**src/rtl/upc_pkg.sv**
```systemverilog
// Shared types and product-code map for the UPC scanner receiver.
package upc_pkg;

   // Receiver FSM states
   typedef enum logic [2:0] {
      IDLE      = 3'd0,
      START     = 3'd1,
      DATA      = 3'd2,
      PARITY    = 3'd3,
      STOP      = 3'd4,
      WAIT_HIGH = 3'd5
   } scan_state_t;

   // Product codes, same encoding the 7-segment decoder reads on SW[9:7]
   localparam logic [2:0] UPC_PHONES    = 3'b000;
   localparam logic [2:0] UPC_FRED      = 3'b001;
   localparam logic [2:0] UPC_HANDS     = 3'b011;
   localparam logic [2:0] UPC_PLANES    = 3'b100;
   localparam logic [2:0] UPC_ARTIFACTS = 3'b101;
   localparam logic [2:0] UPC_DOGFOOD   = 3'b110;
   localparam logic [2:0] UPC_NONE      = 3'b111;

   // High for codes that name a real product; 010 and 111 have no product
   function automatic logic is_known(input logic [2:0] code);
      logic known;
      case (code)
         UPC_PHONES, UPC_FRED, UPC_HANDS,
         UPC_PLANES, UPC_ARTIFACTS, UPC_DOGFOOD: known = 1'b1;
         default:                                known = 1'b0;
      endcase
      return known;
   endfunction

endpackage

```
**src/rtl/upc_scanner_sync2.sv**
```systemverilog
// Two-flop synchroniser for a single asynchronous input bit.
module sync2 #(
   parameter logic RESET_VAL = 1'b1
) (
   input  logic clk,
   input  logic reset_n,
   input  logic d_i,
   output logic q_o
);

   logic meta_q;
   logic sync_q;

   // Two back-to-back flops; reset value chosen so release never looks like an edge
   always_ff @(posedge clk or negedge reset_n) begin
      if (!reset_n) begin
         meta_q <= RESET_VAL;
         sync_q <= RESET_VAL;
      end else begin
         meta_q <= d_i;
         sync_q <= meta_q;
      end
   end

   assign q_o = sync_q;

endmodule

```
**src/rtl/upc_scanner.sv**
```systemverilog
// Serial receiver for framed 3-bit UPC codes: start, d0..d2 (LSB first),
// odd parity, stop. Holds the last good code for the display logic.
module upc_scanner
   import upc_pkg::*;
#(
   parameter int BIT_TICKS = 16
) (
   input  logic       clk,
   input  logic       reset_n,
   input  logic       scan_in,
   output logic [2:0] upc,
   output logic       upc_valid,
   output logic       upc_known,
   output logic       frame_err
);

   localparam int CW = $clog2(BIT_TICKS);
   // Mid-bit of the start bit, then one full bit period between samples
   localparam logic [CW-1:0] HALF_LAST = CW'(BIT_TICKS / 2 - 1);
   localparam logic [CW-1:0] FULL_LAST = CW'(BIT_TICKS - 1);

   logic        s;
   scan_state_t state_q, state_d;
   logic [CW-1:0] tick_q, tick_d;
   logic [1:0]  bit_cnt_q, bit_cnt_d;
   logic [2:0]  shift_q, shift_d;
   logic        par_q, par_d;
   logic [2:0]  upc_q, upc_d;
   logic        valid_q, valid_d;
   logic        ferr_q, ferr_d;

   sync2 #(
      .RESET_VAL (1'b1)
   ) u_sync (
      .clk     (clk),
      .reset_n (reset_n),
      .d_i     (scan_in),
      .q_o     (s)
   );

   // Next-state logic: walk through the frame, sampling at bit centres
   always_comb begin
      state_d   = state_q;
      tick_d    = tick_q;
      bit_cnt_d = bit_cnt_q;
      shift_d   = shift_q;
      par_d     = par_q;
      upc_d     = upc_q;
      valid_d   = 1'b0;
      ferr_d    = 1'b0;

      case (state_q)
         IDLE: begin
            tick_d = '0;
            if (!s) begin
               state_d = START;
            end
         end

         START: begin
            if (tick_q == HALF_LAST) begin
               tick_d    = '0;
               bit_cnt_d = '0;
               // A line that is already high again was only a glitch
               state_d   = s ? IDLE : DATA;
            end else begin
               tick_d = tick_q + 1'b1;
            end
         end

         DATA: begin
            if (tick_q == FULL_LAST) begin
               tick_d  = '0;
               // LSB arrives first, so shift in from the top
               shift_d = {s, shift_q[2:1]};
               if (bit_cnt_q == 2'd2) begin
                  state_d = PARITY;
               end else begin
                  bit_cnt_d = bit_cnt_q + 1'b1;
               end
            end else begin
               tick_d = tick_q + 1'b1;
            end
         end

         PARITY: begin
            if (tick_q == FULL_LAST) begin
               tick_d  = '0;
               par_d   = s;
               state_d = STOP;
            end else begin
               tick_d = tick_q + 1'b1;
            end
         end

         STOP: begin
            if (tick_q == FULL_LAST) begin
               tick_d = '0;
               if (s) begin
                  state_d = IDLE;
                  // Odd parity: data bits plus parity must hold an odd count of ones
                  if (^{shift_q, par_q}) begin
                     upc_d   = shift_q;
                     valid_d = 1'b1;
                  end else begin
                     ferr_d = 1'b1;
                  end
               end else begin
                  // Stop bit low: treat as a break and wait for the line to recover
                  ferr_d  = 1'b1;
                  state_d = WAIT_HIGH;
               end
            end else begin
               tick_d = tick_q + 1'b1;
            end
         end

         WAIT_HIGH: begin
            tick_d = '0;
            if (s) begin
               state_d = IDLE;
            end
         end

         default: begin
            state_d = IDLE;
            tick_d  = '0;
         end
      endcase
   end

   // State registers; reset from any point in a frame back to a clean idle
   always_ff @(posedge clk or negedge reset_n) begin
      if (!reset_n) begin
         state_q   <= IDLE;
         tick_q    <= '0;
         bit_cnt_q <= '0;
         shift_q   <= '0;
         par_q     <= 1'b0;
         upc_q     <= UPC_NONE;
         valid_q   <= 1'b0;
         ferr_q    <= 1'b0;
      end else begin
         state_q   <= state_d;
         tick_q    <= tick_d;
         bit_cnt_q <= bit_cnt_d;
         shift_q   <= shift_d;
         par_q     <= par_d;
         upc_q     <= upc_d;
         valid_q   <= valid_d;
         ferr_q    <= ferr_d;
      end
   end

   assign upc       = upc_q;
   assign upc_known = is_known(upc_q);
   assign upc_valid = valid_q;
   assign frame_err = ferr_q;

endmodule

```
**config.mk**
```make
export PLATFORM = sky130hd
export DESIGN_NAME = upc_scanner
export DESIGN_NICKNAME = d
export VERILOG_FILES = /design/src/rtl/upc_pkg.sv /design/src/rtl/upc_scanner_sync2.sv /design/src/rtl/upc_scanner.sv
export SDC_FILE = /design/constraint.sdc
export NUM_CORES = 1
export LEC_CHECK = 0
export BUFFER_PORTS_ARGS = -buffer_cell sky130_fd_sc_hd__buf_2
export CAP_MARGIN = 20
export CORE_ASPECT_RATIO = 0.8
export CORE_UTILIZATION = 54
export CTS_BUF_LIST = sky130_fd_sc_hd__clkbuf_8
export DETAILED_ROUTE_END_ITERATION = 8
export GPL_TIMING_DRIVEN = 0
export PLACE_DENSITY = 0.74
export SLEW_MARGIN = 30
export SYNTH_ARGS = -nofsm -noshare
export SYNTH_HDL_FRONTEND = slang
export SYNTH_SLANG_ARGS = --single-unit
```
**constraint.sdc**
```tcl
create_clock -name clk -period 1.6 [get_ports clk]
set_clock_uncertainty 0.1 [all_clocks]
set_input_delay 0.08 -clock clk [delete_from_list [all_inputs] [get_ports clk]]
set_output_delay 0.08 -clock clk [all_outputs]
set_load 0.02 [all_outputs]
```
==> results.json, run 1 <==
{
  "tightest_slew_ps": 440.6,
  "setup_tns_ps": -296.7,
  "ys_warn_count": 0,
  "yosys-top-cells-count": "15 x dfrtp_1, 9 x nor2_1, 7 x nand2_1",
  "crit_required_ps": 1680,
  "clk_pin_slew_ps": 70,
  "syn_nets": 90,
  "drt_wl_total_mm": 2.124,
  "dp_hpwl_mm": 1.206,
  "ys_seq_area_frac": 0.5166,
  "synth_edf_count": 0,
  "drt-initial-drc-count": 13,
  "path_cells": "xor2_1, xnor2_1, nor3b_4, mux2_4",
  "whs_ps": 200.1,
  "core-area_sq_um": 1659,
  "synth_ff_type": "dfrtp_1",
  "ys_ff_latch": 20,
  "critPathLaunch": "shift_q[2]$_DFFE_PN0P_",
  "grt_setup_unrepaired": "yes",
  "hold_class": "primary input to async pin",
  "gr-total-overflow": 0,
  "worst-path-buf-inv": 0,
  "firstDrtPassIters": 4,
  "cts_made_buffers": 3,
  "grt_antenna_before_repair": 0,
  "rrSetupSlack_ps": -90,
  "initial_core_util": 0.5913,
  "cp_max_fo": 3,
  "r2r_end": "upc[0]$_DFFE_PN1P_",
  "yosys.cell_count.top_type": "dfrtp_1",
  "h-tree-depth": 1,
  "fin_util": 0.7934,
  "grt_start_max_net_pins": 21,
  "crit_slowest_cell": "dfrtp_1",
  "area_growth_pct": 34.18,
  "slew_headroom": 0.7063,
  "detail-route-antenna-nets": 0,
  "p_leak_nw": 0.5975,
  "synth_area_leaders": "dfrtp_1 38%, dfstp_2 13%, mux2_2 4.6%",
  "route.detailed.drc": 0,
  "wl_per_cell_um": 15.97,
  "ys_types": 31,
  "final.min_clock_period_ps": 1687,
  "grtUsageTotal": 0.2100,
  "critPathTopFamily": "XOR/XNOR gates",
  "worst_path_largest_cell_delay_ps": 410,
  "max-vdd-ir-drop_v": 0.0009454,
  "max-clock-path-buffers": 2,
  "arrival_ps": 1770,
  "nets": 117,
  "slew_viol_final": 0,
  "netlist_instances": 85,
  "die_h_um": 40.12,
  "pwr_density_cell_nw_per_um2": 1241,
  "root_buffer": "clkbuf_8",
  "status": "complete, but fails checks",
  "crit_path_end_kind": "flop",
  "synthesis.area_sq_um": 980.9,
  "synth_top_area_cell": "dfrtp_1",
  "die_width_um": 49.65,
  "numPortBuffers": 8,
  "r2r-start": "shift_q[2]$_DFFE_PN0P_",
  "setup_violations": 8,
  "die-area_sq_um": 1992,
  "min_period_over_period": 1.054,
  "cts_num_sinks": 20,
  "synth_top_area_frac": 0.3827,
  "num_io_pins": 9,
  "vias": 701,
  "fin_ws_ps": -86.74,
  "cp-start-kind": "flop",
  "cap_viol_max_count": 0,
  "place_congestion": 0.8641,
  "n_fill_cell": 100,
  "routed_via_density": 5.271,
  "fp-row-count": 13,
  "reg2reg_depth": 4,
  "ys_async_sr_fraction": 1.000,
  "worstSetupPathType": "flop to flop",
  "fmax_mhz": 592.9,
  "hold_violations": 0,
  "synth_area_per_cell_sq_um": 11.54,
  "grt_pass1_wl_mm": 2.946,
  "grt_pass1_vias": 616,
  "layout-drive-gt1-share": 0.5315,
  "violations": "negative setup slack",
  "antennaDiodeCount": 0,
  "clk_latency_ps": 260,
  "cts_tree": "yes"
}
-- cell usage in the layout, fill, tap and decap left out, types with 2 or more instances in the layout --
cell type      netlist  routed
o21ai_0              3       2
dfrtp_1             15      13
mux2i_1              2       2
nand2_1              7       7
dlygate4sd3_1        0       2
nor2_4               1       3
buf_4                0      12
dfstp_2              5       5
nor2_1               9       6
mux2_4               2       5
buf_2                0       8
a21oi_1              3       2
inv_1                5       5
dfrtp_2              0       2
clkbuf_8             0       4
xor2_1               2       2
xnor2_1              5       5
buf_6                2       2
-- metrics by stage --
| stage | power [mW] | area [sq um] | instances | setup slack, ps |
|---|---|---|---|---|
| final | 1.634 | 1316 | 133 | -86.74 |
| after global routing | 1.724 | 1316 | 133 | -180.7 |
| after CTS | 1.432 | 1205 | 125 | -55.19 |
| after detailed placement | 0.9974 | 1067 | 115 | -135.9 |
| after global placement | 0.9786 | 1067 | 115 | -111.8 |
| after floorplan | 0.9147 | 999.7 | 85 | -9.893 |
-- power by group --
group / switching [mW] / internal [mW] / leakage [nW]
Sequential: 0.114 / 0.586 / 0.251
Combinational: 0.267 / 0.290 / 0.318
Clock: 0.157 / 0.219 / 0.0288
-- registers in the layout, summed over array words and instances, names as in the netlist --
signal / cells
upc_valid: 1
tick_q: 4
upc: 3
u_sync.meta_q: 1
par_q: 1
shift_q: 3
state_q: 3
u_sync.q_o: 1
frame_err: 1
bit_cnt_q: 2
-- how the worst max path moves through the flow --
stage / cells after the start / end / slack (ps)
2_1_floorplan: 5 / upc[0]$_DFFE_PN1P_ / -10
3_3_place_gp: 4 / upc[2]$_DFFE_PN1P_ / -110
3_5_place_dp: 4 / upc[0]$_DFFE_PN1P_ / -140
4_1_cts: 5 / upc[0]$_DFFE_PN1P_ / -60
5_1_grt: 4 / upc[0]$_DFFE_PN1P_ / -180
6_report: 4 / upc[0]$_DFFE_PN1P_ / -90
-- final cells by class --
cell class	count	area, sq um	area share
multi-input cells	58	533.0	0.4049
flip-flops and latches	20	509.2	0.3869
plain buffers	1	11.26	0.008555
repair buffers	23	161.4	0.1226
inverters	5	18.77	0.01426
clock buffers	4	55.05	0.04183
well taps	22	27.53	0.02091
-- kinds of logic (layout without fill, tap and decap cells) --
family / Yosys count / in the layout / synth area share
mux: 8 / 8 / 0.09694
compound gates: 12 / 12 / 0.08291
simple gates: 29 / 29 / 0.1735
xor+xnor: 7 / 7 / 0.06250
flops: 20 / 20 / 0.5166
fa+ha+maj: 2 / 2 / 0.02551
buf+inv: 7 / 33 / 0.04209
-- what timing repair did --
item,4_1_cts,5_1_grt
gates resized for setup,9,13
hold buffers,2,0
endpoints found under the hold margin,21,0
endpoints found under the setup margin,8,10
buffers inserted,5,8
pin swaps,6,8
-- per-layer routing --
layer / vias up / routed length, um / track usage / share of wire
met5: - / 0 / 0 / 0
li1: 342 / - / - / -
met2: 16 / 1003 / 0.3412 / 0.47
met1: 343 / 1047 / 0.2945 / 0.49
met4: 0 / 0 / 0.02143 / 0
met3: 0 / 72 / 0.05682 / 0.034
Power figures use the tool's default switching activity.
==> inputs of run 2 (changes only) <==
- CAP_MARGIN: 20 -> 15
- CORE_UTILIZATION: 54 -> 51
- CTS_BUF_LIST: sky130_fd_sc_hd__clkbuf_8 -> not set
- PLACE_DENSITY: 0.74 -> 0.71
==> results.json, run 2 (synthesis gave the netlist of run 1 again) <==
{
  "drt-initial-drc-count": 19,
  "dpl_cell_area_sq_um": 1067,
  "combinationalPowerShare": 0.301,
  "dp_hpwl_mm": 1.213,
  "p_switching_mw": 0.4886,
  "pwr-share-seq": 0.501,
  "routed_via_density": 5.685,
  "crit_required_ps": 1730,
  "p_int_mw": 0.9396,
  "grt_start_max_net_pins": 21,
  "p_leak_nw": 0.5583,
  "num_io_pins": 9,
  "pwr_density_cell_nw_per_um2": 1152,
  "r2r-start": "tick_q[0]$_DFF_PN0_",
  "h-tree-depth": 1,
  "rrSetupSlack_ps": -90,
  "setup_violations": 8,
  "top_register": "tick_q",
  "antennaDiodeCount": 0,
  "cts_tree": "yes",
  "crit_slowest_cell": "dfrtp_1",
  "layout-drive-gt1-share": 0.4857,
  "cts_made_buffers": 3,
  "core-area_sq_um": 1708,
  "area_growth_pct": 26.40,
  "gr-total-overflow": 0,
  "slew_viol_final": 0,
  "grtUsageTotal": 0.2103,
  "switching_share": 0.3421,
  "hold_violations": 0,
  "top_layer": "met4",
  "grt_setup_unrepaired": "yes",
  "detail-route-antenna-nets": 0,
  "wl_met3_um": 95,
  "hold_class": "primary input to async pin",
  "layout_common_cells": "13 x dfrtp_1, 8 x buf_2, 7 x nor2_1, 7 x nand2_1, 6 x buf_4",
  "n_fill_cell": 121,
  "path_cells": "ha_4, and3_4, nand3_4, nor3b_4, mux2_4",
  "clk_pin_slew_ps": 100,
  "grt_pass1_vias": 630,
  "wl_met1_um": 956,
  "multi_input_area_sq_um": 526.8,
  "nets": 111,
  "worst_path_largest_cell_delay_ps": 430,
  "place_congestion": 0.8774,
  "max-vdd-ir-drop_v": 0.0007013,
  "fmax_mhz": 590.4,
  "clk_latency_ps": 290,
  "cap_viol_max_count": 0,
  "vias": 722,
  "fin_ws_ps": -93.71,
  "grt_pass1_wl_mm": 2.980,
  "max-clock-path-buffers": 2,
  "regArea_sq_um": 509.2,
  "cp_max_fo": 4,
  "r2r_end": "upc[2]$_DFFE_PN1P_",
  "grt_antenna_before_repair": 0,
  "min_period_over_period": 1.059,
  "reg2reg_depth": 5,
  "wl_met2_um": 957,
  "die_width_um": 51.04,
  "numPortBuffers": 8,
  "initial_core_util": 0.5744,
  "firstDrtPassIters": 4,
  "final_area_sq_um": 1240,
  "cp-start-kind": "flop",
  "cts_num_sinks": 20,
  "worstSetupPathType": "flop to flop",
  "route.detailed.drc": 0,
  "fin_util": 0.7260,
  "arrival_ps": 1820,
  "p_total_mw": 1.428,
  "tightest_slew_ps": 430.5,
  "largest_register_ff_count": 4,
  "fp-row-count": 13,
  "crit_path_end_kind": "flop",
  "clockPowerShare": 0.198,
  "final.min_clock_period_ps": 1694,
  "wl_per_cell_um": 16.06,
  "whs_ps": 141.3,
  "status": "complete, but fails checks",
  "slew_headroom": 0.7130,
  "drt_wl_total_mm": 2.040,
  "root_buffer": "clkbuf_4",
  "violations": "negative setup slack",
  "final_common_cell": "dfrtp_1",
  "die_h_um": 41.23,
  "die-area_sq_um": 2104
}
[run 2: changes by cell type in the layout (fill, tap and decap cells not counted), sizes merged]
| cell | delta |
|---|---|
| clkbuf | +1 |
| buf | -7 |
[run 2: layout make-up]
type                            count  share of cell area
Timing Repair Buffer               17             0.08880
Buffer                              1            0.009082
Inverter                            5             0.01514
Multi-Input combinational cell     58              0.4248
Tap cell                           22             0.02220
Sequential cell                    20              0.4107
Clock buffer                        4             0.02926
[run 2: metal layers]
layer	GRT usage	up-vias
li1	-	331
met1	0.2884	362
met2	0.3224	25
met3	0.07037	4
met4	0.05556	0
met5	0	-
[run 2: worst max-delay path: cells and delay by family (launching register included)]
kind | cells | cell delay (ps)
and+or+nand+nor | 3 | 590
DFF | 1 | 430
muxes | 1 | 340
adders and majority gates | 1 | 180
[run 2: timing repair]
item,in CTS,in global routing
gates resized for setup,7,11
pin swaps,4,3
endpoints found under the setup margin,10,10
hold buffers,2,0
buffers inserted,4,3
endpoints found under the hold margin,21,0
[run 2: worst max path at each step]
stage / startpoint / end / slack [ps] / cells after the start
6_report: tick_q[0]$_DFF_PN0_ / upc[2]$_DFFE_PN1P_ / -90 / 5
5_1_grt: shift_q[2]$_DFFE_PN0P_ / upc[0]$_DFFE_PN1P_ / -140 / 4
4_1_cts: tick_q[0]$_DFF_PN0_ / upc[1]$_DFFE_PN1P_ / -90 / 5
3_5_place_dp: state_q[1]$_DFFE_PN0P_ / upc[2]$_DFFE_PN1P_ / -130 / 4
3_3_place_gp: state_q[0]$_DFFE_PN0P_ / upc[2]$_DFFE_PN1P_ / -110 / 4
2_1_floorplan: tick_q[0]$_DFF_PN0_ / upc[0]$_DFFE_PN1P_ / -10 / 5
[run 2: power groups by stage]
stage / sequential, mW / clock (mW) / combinational, mW
2_1_floorplan: 0.663 / 0 / 0.252
3_3_place_gp: 0.683 / 0 / 0.295
3_5_place_dp: 0.688 / 0 / 0.311
4_1_cts: 0.695 / 0.292 / 0.350
5_1_grt: 0.725 / 0.308 / 0.479
6_report: 0.715 / 0.282 / 0.431
[run 2: per-stage QoR]
step	cells	worst slack, ps	TNS [ps]
final	127	-93.71	-519.5
after global routing	127	-141.8	-987.0
after CTS	125	-86.80	-531.8
after detailed placement	115	-134.5	-722.5
after global placement	115	-105.1	-556.4
after floorplan	85	-9.893	-49.06
